`config.mk`:
```
export PLATFORM = sky130hd
export DESIGN_NAME = cgp_stream_sum_compare
export DESIGN_NICKNAME = d
export VERILOG_FILES = /design/src/rtl/cgp_stream_sum_compare.sv
export SDC_FILE = /design/constraint.sdc
export NUM_CORES = 1
export LEC_CHECK = 0
export BUFFER_PORTS_ARGS = -buffer_cell sky130_fd_sc_hd__buf_2
export CORE_AREA = 2 2 97 99
export CTS_BUF_LIST = sky130_fd_sc_hd__clkbuf_2
export CTS_CLUSTER_DIAMETER = 40
export DETAILED_ROUTE_END_ITERATION = 8
export DIE_AREA = 0 0 99 101
export GPL_TIMING_DRIVEN = 0
export SETUP_SLACK_MARGIN = 0.3
export SLEW_MARGIN = 20
export SYNTH_ARGS = -nofsm -noshare
export SYNTH_HDL_FRONTEND = slang
export SYNTH_SLANG_ARGS = --single-unit
```
`constraint.sdc`:
```
create_clock -name clk -period 2.7 [get_ports clk]
set_clock_uncertainty 0.15 [all_clocks]
set_input_delay 0.135 -clock clk [delete_from_list [all_inputs] [get_ports clk]]
set_output_delay 0.135 -clock clk [all_outputs]
set_load 0.05 [all_outputs]
```
`src/rtl/cgp_stream_sum_compare.sv`:
```
// Streaming two-group sum-and-compare node: per-beat lane sums, saturating per-group
// accumulation over a sample, and a biased >/>= decision offered on a valid/ready output.
module cgp_stream_sum_compare #(
   parameter int IN_W  = 3,
   parameter int LANES = 3,
   parameter int ACC_W = 7,
   parameter int BIAS  = 0
) (
   input  logic                  clk,
   input  logic                  rst,
   input  logic [LANES*IN_W-1:0] in_pos,
   input  logic [LANES*IN_W-1:0] in_neg,
   input  logic                  in_last,
   input  logic                  in_valid,
   output logic                  in_ready,
   input  logic                  cmp_ge,
   output logic                  out_gt,
   output logic                  out_ovf,
   output logic                  out_valid,
   input  logic                  out_ready
);

   localparam int SUM_W = IN_W + $clog2(LANES);
   localparam int EXT_W = ((ACC_W > SUM_W) ? ACC_W : SUM_W) + 1;
   localparam int CMP_W = ACC_W + 2;
   localparam logic [ACC_W-1:0]        ACC_MAX = {ACC_W{1'b1}};
   localparam logic signed [CMP_W-1:0] BIAS_C  = CMP_W'(BIAS);

   typedef enum logic [1:0] {
      ST_ACCUM = 2'd0,
      ST_FLUSH = 2'd1,
      ST_HOLD  = 2'd2
   } state_t;

   function automatic logic [SUM_W-1:0] lane_sum(input logic [LANES*IN_W-1:0] v);
      logic [SUM_W-1:0] s;
      s = {SUM_W{1'b0}};
      for (int k = 0; k < LANES; k++) begin
         s = s + SUM_W'(v[k*IN_W +: IN_W]);
      end
      return s;
   endfunction

   // Result is {clamped, value}; the sum is formed one bit wider than either operand.
   function automatic logic [ACC_W:0] sat_add(input logic [ACC_W-1:0] a,
                                              input logic [SUM_W-1:0] b);
      logic [EXT_W-1:0] t;
      t = EXT_W'(a) + EXT_W'(b);
      if (t > EXT_W'(ACC_MAX)) begin
         return {1'b1, ACC_MAX};
      end else begin
         return {1'b0, t[ACC_W-1:0]};
      end
   endfunction

   state_t                   state_r, state_nxt_s;
   logic [SUM_W-1:0]         pos_sum_r, neg_sum_r;
   logic                     s1_last_r, s1_v_r;
   logic [ACC_W-1:0]         acc_pos_r, acc_neg_r;
   logic                     ovf_r, first_r, cmp_ge_r;
   logic [ACC_W:0]           pos_upd_s, neg_upd_s;
   logic [ACC_W-1:0]         acc_pos_nxt_s, acc_neg_nxt_s;
   logic                     ovf_nxt_s;
   logic signed [CMP_W-1:0]  cmp_pos_s, cmp_neg_s;
   logic                     gt_s, accept_s, handshake_s;

   assign accept_s    = in_valid & in_ready;
   assign handshake_s = out_valid & out_ready;

   // FSM state register
   always_ff @(posedge clk) begin
      if (rst) begin
         state_r <= ST_ACCUM;
      end else begin
         state_r <= state_nxt_s;
      end
   end

   // FSM next-state logic
   always_comb begin
      state_nxt_s = state_r;
      case (state_r)
         ST_ACCUM: begin
            if (accept_s && in_last) begin
               state_nxt_s = ST_FLUSH;
            end else begin
               state_nxt_s = ST_ACCUM;
            end
         end
         ST_FLUSH: state_nxt_s = ST_HOLD;
         ST_HOLD: begin
            if (handshake_s) begin
               state_nxt_s = ST_ACCUM;
            end else begin
               state_nxt_s = ST_HOLD;
            end
         end
         default: state_nxt_s = ST_ACCUM;
      endcase
   end

   // FSM outputs; in_ready is masked by rst so nothing is taken during reset
   always_comb begin
      in_ready  = 1'b0;
      out_valid = 1'b0;
      case (state_r)
         ST_ACCUM: in_ready  = ~rst;
         ST_FLUSH: in_ready  = 1'b0;
         ST_HOLD:  out_valid = 1'b1;
         default: begin
            in_ready  = 1'b0;
            out_valid = 1'b0;
         end
      endcase
   end

   // Stage 1: exact per-beat lane sums
   always_ff @(posedge clk) begin
      if (rst) begin
         pos_sum_r <= {SUM_W{1'b0}};
         neg_sum_r <= {SUM_W{1'b0}};
         s1_last_r <= 1'b0;
         s1_v_r    <= 1'b0;
      end else if (accept_s) begin
         pos_sum_r <= lane_sum(in_pos);
         neg_sum_r <= lane_sum(in_neg);
         s1_last_r <= in_last;
         s1_v_r    <= 1'b1;
      end else begin
         s1_v_r    <= 1'b0;
      end
   end

   // Stage 2 next values, also consumed by the decision on the last beat
   always_comb begin
      pos_upd_s = sat_add(acc_pos_r, pos_sum_r);
      neg_upd_s = sat_add(acc_neg_r, neg_sum_r);
      if (s1_v_r) begin
         acc_pos_nxt_s = pos_upd_s[ACC_W-1:0];
         acc_neg_nxt_s = neg_upd_s[ACC_W-1:0];
         ovf_nxt_s     = ovf_r | pos_upd_s[ACC_W] | neg_upd_s[ACC_W];
      end else begin
         acc_pos_nxt_s = acc_pos_r;
         acc_neg_nxt_s = acc_neg_r;
         ovf_nxt_s     = ovf_r;
      end
   end

   // Biased signed compare of the final sums
   always_comb begin
      cmp_pos_s = $signed({2'b00, acc_pos_nxt_s}) + BIAS_C;
      cmp_neg_s = $signed({2'b00, acc_neg_nxt_s});
      if (cmp_ge_r) begin
         gt_s = (cmp_pos_s >= cmp_neg_s);
      end else begin
         gt_s = (cmp_pos_s > cmp_neg_s);
      end
   end

   // Stage 2 accumulators and sticky overflow, cleared when the result is taken
   always_ff @(posedge clk) begin
      if (rst || handshake_s) begin
         acc_pos_r <= {ACC_W{1'b0}};
         acc_neg_r <= {ACC_W{1'b0}};
         ovf_r     <= 1'b0;
      end else begin
         acc_pos_r <= acc_pos_nxt_s;
         acc_neg_r <= acc_neg_nxt_s;
         ovf_r     <= ovf_nxt_s;
      end
   end

   // Compare mode is latched from the first beat of each sample only
   always_ff @(posedge clk) begin
      if (rst || handshake_s) begin
         first_r <= 1'b1;
         if (rst) begin
            cmp_ge_r <= 1'b0;
         end
      end else if (accept_s && first_r) begin
         first_r  <= 1'b0;
         cmp_ge_r <= cmp_ge;
      end
   end

   // Decision register, loaded while the last beat drains through stage 2
   always_ff @(posedge clk) begin
      if (rst) begin
         out_gt  <= 1'b0;
         out_ovf <= 1'b0;
      end else if (s1_v_r && s1_last_r) begin
         out_gt  <= gt_s;
         out_ovf <= ovf_nxt_s;
      end
   end

endmodule

```
==> metrics.md <==
| Metric | Value |
|---|---|
| Tot Pwr | 1.212 mW |
| Synth cell count leaders | dfxtp_1 (32), nand2_1 (24), nor2_1 (22) |
| Clk sink count | 33 |
| N_diodes | 0 |
| DR vias | 1816 |
| H-tree Lvls | 2 |
| Crit path required time | 2830 ps |
| Bufs on Longest Clock Path | 2 |
| DRT iter0 DRCs | 68 |
| Final Max Tran Viols | 0 |
| DR vias/cell | 4.506 |
| PortBufs | 26 |
| DRC errors left | 0 |
| CTS tree | yes |
| Final Instance Area | 0.002828 mm^2 |
| Placed cell area | 0.002485 mm^2 |
| Antenna Nets Post-Route | 0 |
| Largest net degree at the start of global routing | 12 |
| Antenna violations before repair | 0 |
| Area grow syn2layout | 30.71% |
| Layout Nets | 346 |
| Die H | 101 um |
| Syn_area_per_cell | 9.014 um^2 |
| Async SR Flop Fraction | 0% |
| Synth warn | 0 |
| Syn Inst Count | 240 |
| FILL cells | 923 |
| PwrDens | 428.7 mW/mm^2 |
| Fin crit period | 2683 ps |
| Placer Congestion | 0.7583 |
| Hold crit path type | in -> reg |
| Status | finished, final reports clean |
| CP arrival | 2820 ps |
| Leakage | 1.207 nW |
| Vias in the first global route | 1829 |
| M1 GR Usage | 12.98% |
| Reg-to-Reg End | out_gt |
| Syn_nets | 295 |
| Drt wl/cell | 11.94 um |
| Max_slew headroom | 44.20% |
| Final HPWL DP | 3.612 mm |
| Most used cell, CP | ha_4 |
| Flop2flop setup slack | 20 ps |
| Final Hold Violating Endpoints | 0 |
| Post-synth top area share | 29.61% |
| Crit path buffers/inverters | 0 |
| Sequential area share after synthesis | 31.00% |
| Post-place setup slack | -65.49 ps |
| 1st-pass router iterations | 4 |
| R2R Path Start | neg_sum_r[0] |
| Top FF cell, synth | dfxtp_1 |
| Syn Std Cell Area | 0.002163 mm^2 |
| Skew-Pair Late Insertion Delay | 380 ps |
| CP max stage delay | 370 ps |
| Worst hold start | in_pos[8] |
| Worst reg2reg path depth | 10 |
| Std cell rows | 35 |
| Worst Setup Path Type | reg -> reg |
| Clk slew on worst S/H paths | 180 ps |
| RSZ-0062 raised after global routing | true |
| Family with the most delay on the worst path | compound AO/OA/AOI/OAI gates |
| I/O pin count | 28 |
| Die width | 99 um |
| Worst-path cell chain | ha_4 -> fa_2 -> a211o_1 -> a21oi_2 -> nor3_1 -> a21bo_2 -> ha_4 -> nand3_2 -> o21a_1 -> o41ai_4 |
| Worst hold path depth | 5 |
| GRT overflow | 0 |
| Core area | 0.008977 mm^2 |
| Register bit total from synthesis | 33 |
| Drt total wl | 4.812 mm |
| Met3 Use GR | 2.497% |
| Setup crit end kind | flip-flop |
| Max Cap Viol | 0 |
| Total CTS buffers | 5 |
| Count leader, synth | dfxtp_1 |
| Initial core utilization | 24.10% |
| Final WS setup | 17.49 ps |
| Worst-path maximum fanout | 2 |
| Fin crit share | 99.35% |
| Critical path's slowest cell | dfxtp_2 |
| First-pass GRT wire length | 8.335 mm |
| Yosys top cell by area | dfxtp_1 |
| Worst-Margin Slew | 836.9 ps |
| Leading post-synthesis cells by cell area | dfxtp_1 (30%), ha_1 (12%), fa_1 (9.3%), a21oi_1 (4.2%), nand2_1 (4.2%) |
| Share of layout cells above drive strength 1 | 30.82% |
| Worst ir drop on vdd | 0.0002163 V |
| Grt peak-use layer | met2 |
| M2 GR Usage | 17.41% |
| Maximum clock frequency | 372.8 MHz |
| Die area | 0.009999 mm^2 |
| Total GRT Usage | 10.38% |
| End of the worst hold path | pos_sum_r[3] |
| EDFF count, synth | 1 |
| Final setup violation count | 0 |
| Yosys cell types | 49 |
| Crit start category | flip-flop |
| Clk root buf | clkbuf_2 |
==> worst max-delay path by stage <==
stage	from	to	slack (ps)	cells past startpoint
2_1_floorplan	acc_neg_r[1]	out_gt	180	11
3_3_place_gp	pos_sum_r[0]	out_gt	-70	10
3_5_place_dp	pos_sum_r[0]	out_gt	-70	10
4_1_cts	neg_sum_r[0]	out_gt	60	10
5_1_grt	pos_sum_r[4]	out_gt	-130	9
6_report	neg_sum_r[0]	out_gt	20	10
==> power by group <==
part / total [mW] / internal [mW] / switching [mW]
sequential: 0.541 / 0.517 / 0.0243
combinational: 0.341 / 0.166 / 0.175
clock: 0.330 / 0.153 / 0.177
total: 1.21 / 0.836 / 0.376
==> cells in the final DEF, fill, tap and decap left out, drive strengths merged, types with 3 or more instances in the layout <==
cell,Yosys,layout
nand4,3,3
dlygate4sd3,0,8
clkbuf,1,6
o22ai,4,4
nand2,25,25
inv,19,19
a21oi,18,18
nor2,23,23
nor2b,3,3
and2,7,7
xnor2,4,4
a211oi,7,7
o21ai,9,9
o21a,4,4
a21o,4,4
xor2,3,3
nand3,5,5
ha,21,21
buf,6,42
fa,10,10
dfxtp,32,32
nor3,5,5
o22a,3,3
==> stage by stage <==
step	setup TNS (ps)	hold WS (ps)	cells	utilization (%)
2_1_floorplan	0	97.06	240	-
3_3_place_gp	-67.36	200.2	377	27.68
3_5_place_dp	-65.49	213.7	377	27.68
4_1_cts	0	89.82	401	31.00
5_1_grt	-131.5	113.9	403	31.50
6_report	0	115.9	403	31.50
==> registers in the layout, indices dropped and copies added, names as in the netlist, 2 cells and up, named ones only <==
signal     count
acc_neg_r      7
acc_pos_r      6
neg_sum_r      5
pos_sum_r      5
state_r        2
==> timing repair <==
action                                  4_1_cts  5_1_grt
pin swaps                                    17        4
endpoints found under the setup margin        1        1
hold buffers                                  8        0
resized for setup                            19        6
endpoints found under the hold margin        13        0
buffers inserted                              8        2
==> area by class of cell <==
type,count,area (um^2),area share [%]
Tap cell,111,138.9,4.912
Sequential cell,33,690.7,24.42
Buffer,7,38.79,1.372
Timing Repair Buffer,44,285.3,10.09
Multi-Input combinational cell,181,1536,54.34
Inverter,19,71.32,2.522
Clock inverter,3,41.29,1.460
Clock buffer,5,25.02,0.8850
==> metal layers <==
layer  up-vias  wire length (um)
met5         -                 0
met4         0               110
met3        11               176
met2        39              2176
met1       826              2348
li1        940                 -
==> worst reg2reg max path, stage by stage, from the launching register on <==
cell,delay [ps]
dfxtp_2,370
ha_4,170
fa_2,350
a211o_1,330
a21oi_2,140
nor3_1,60
a21bo_2,220
ha_4,270
nand3_2,80
o21a_1,230
o41ai_4,230
==> kinds of logic (layout without fill, tap and decap cells) <==
logic type / Yosys count / in the layout / synth area share, %
adder cells (fa/ha/maj): 31 / 31 / 21.40
XOR/XNOR: 7 / 7 / 2.834
flip-flops: 33 / 33 / 31.00
AO/OA/AOI/OAI: 63 / 63 / 20.36
AND/OR/NAND/NOR: 76 / 76 / 17.18
buffers and inverters: 26 / 78 / 5.089
multiplexers: 4 / 4 / 2.140
Power figures use the tool's default switching activity.
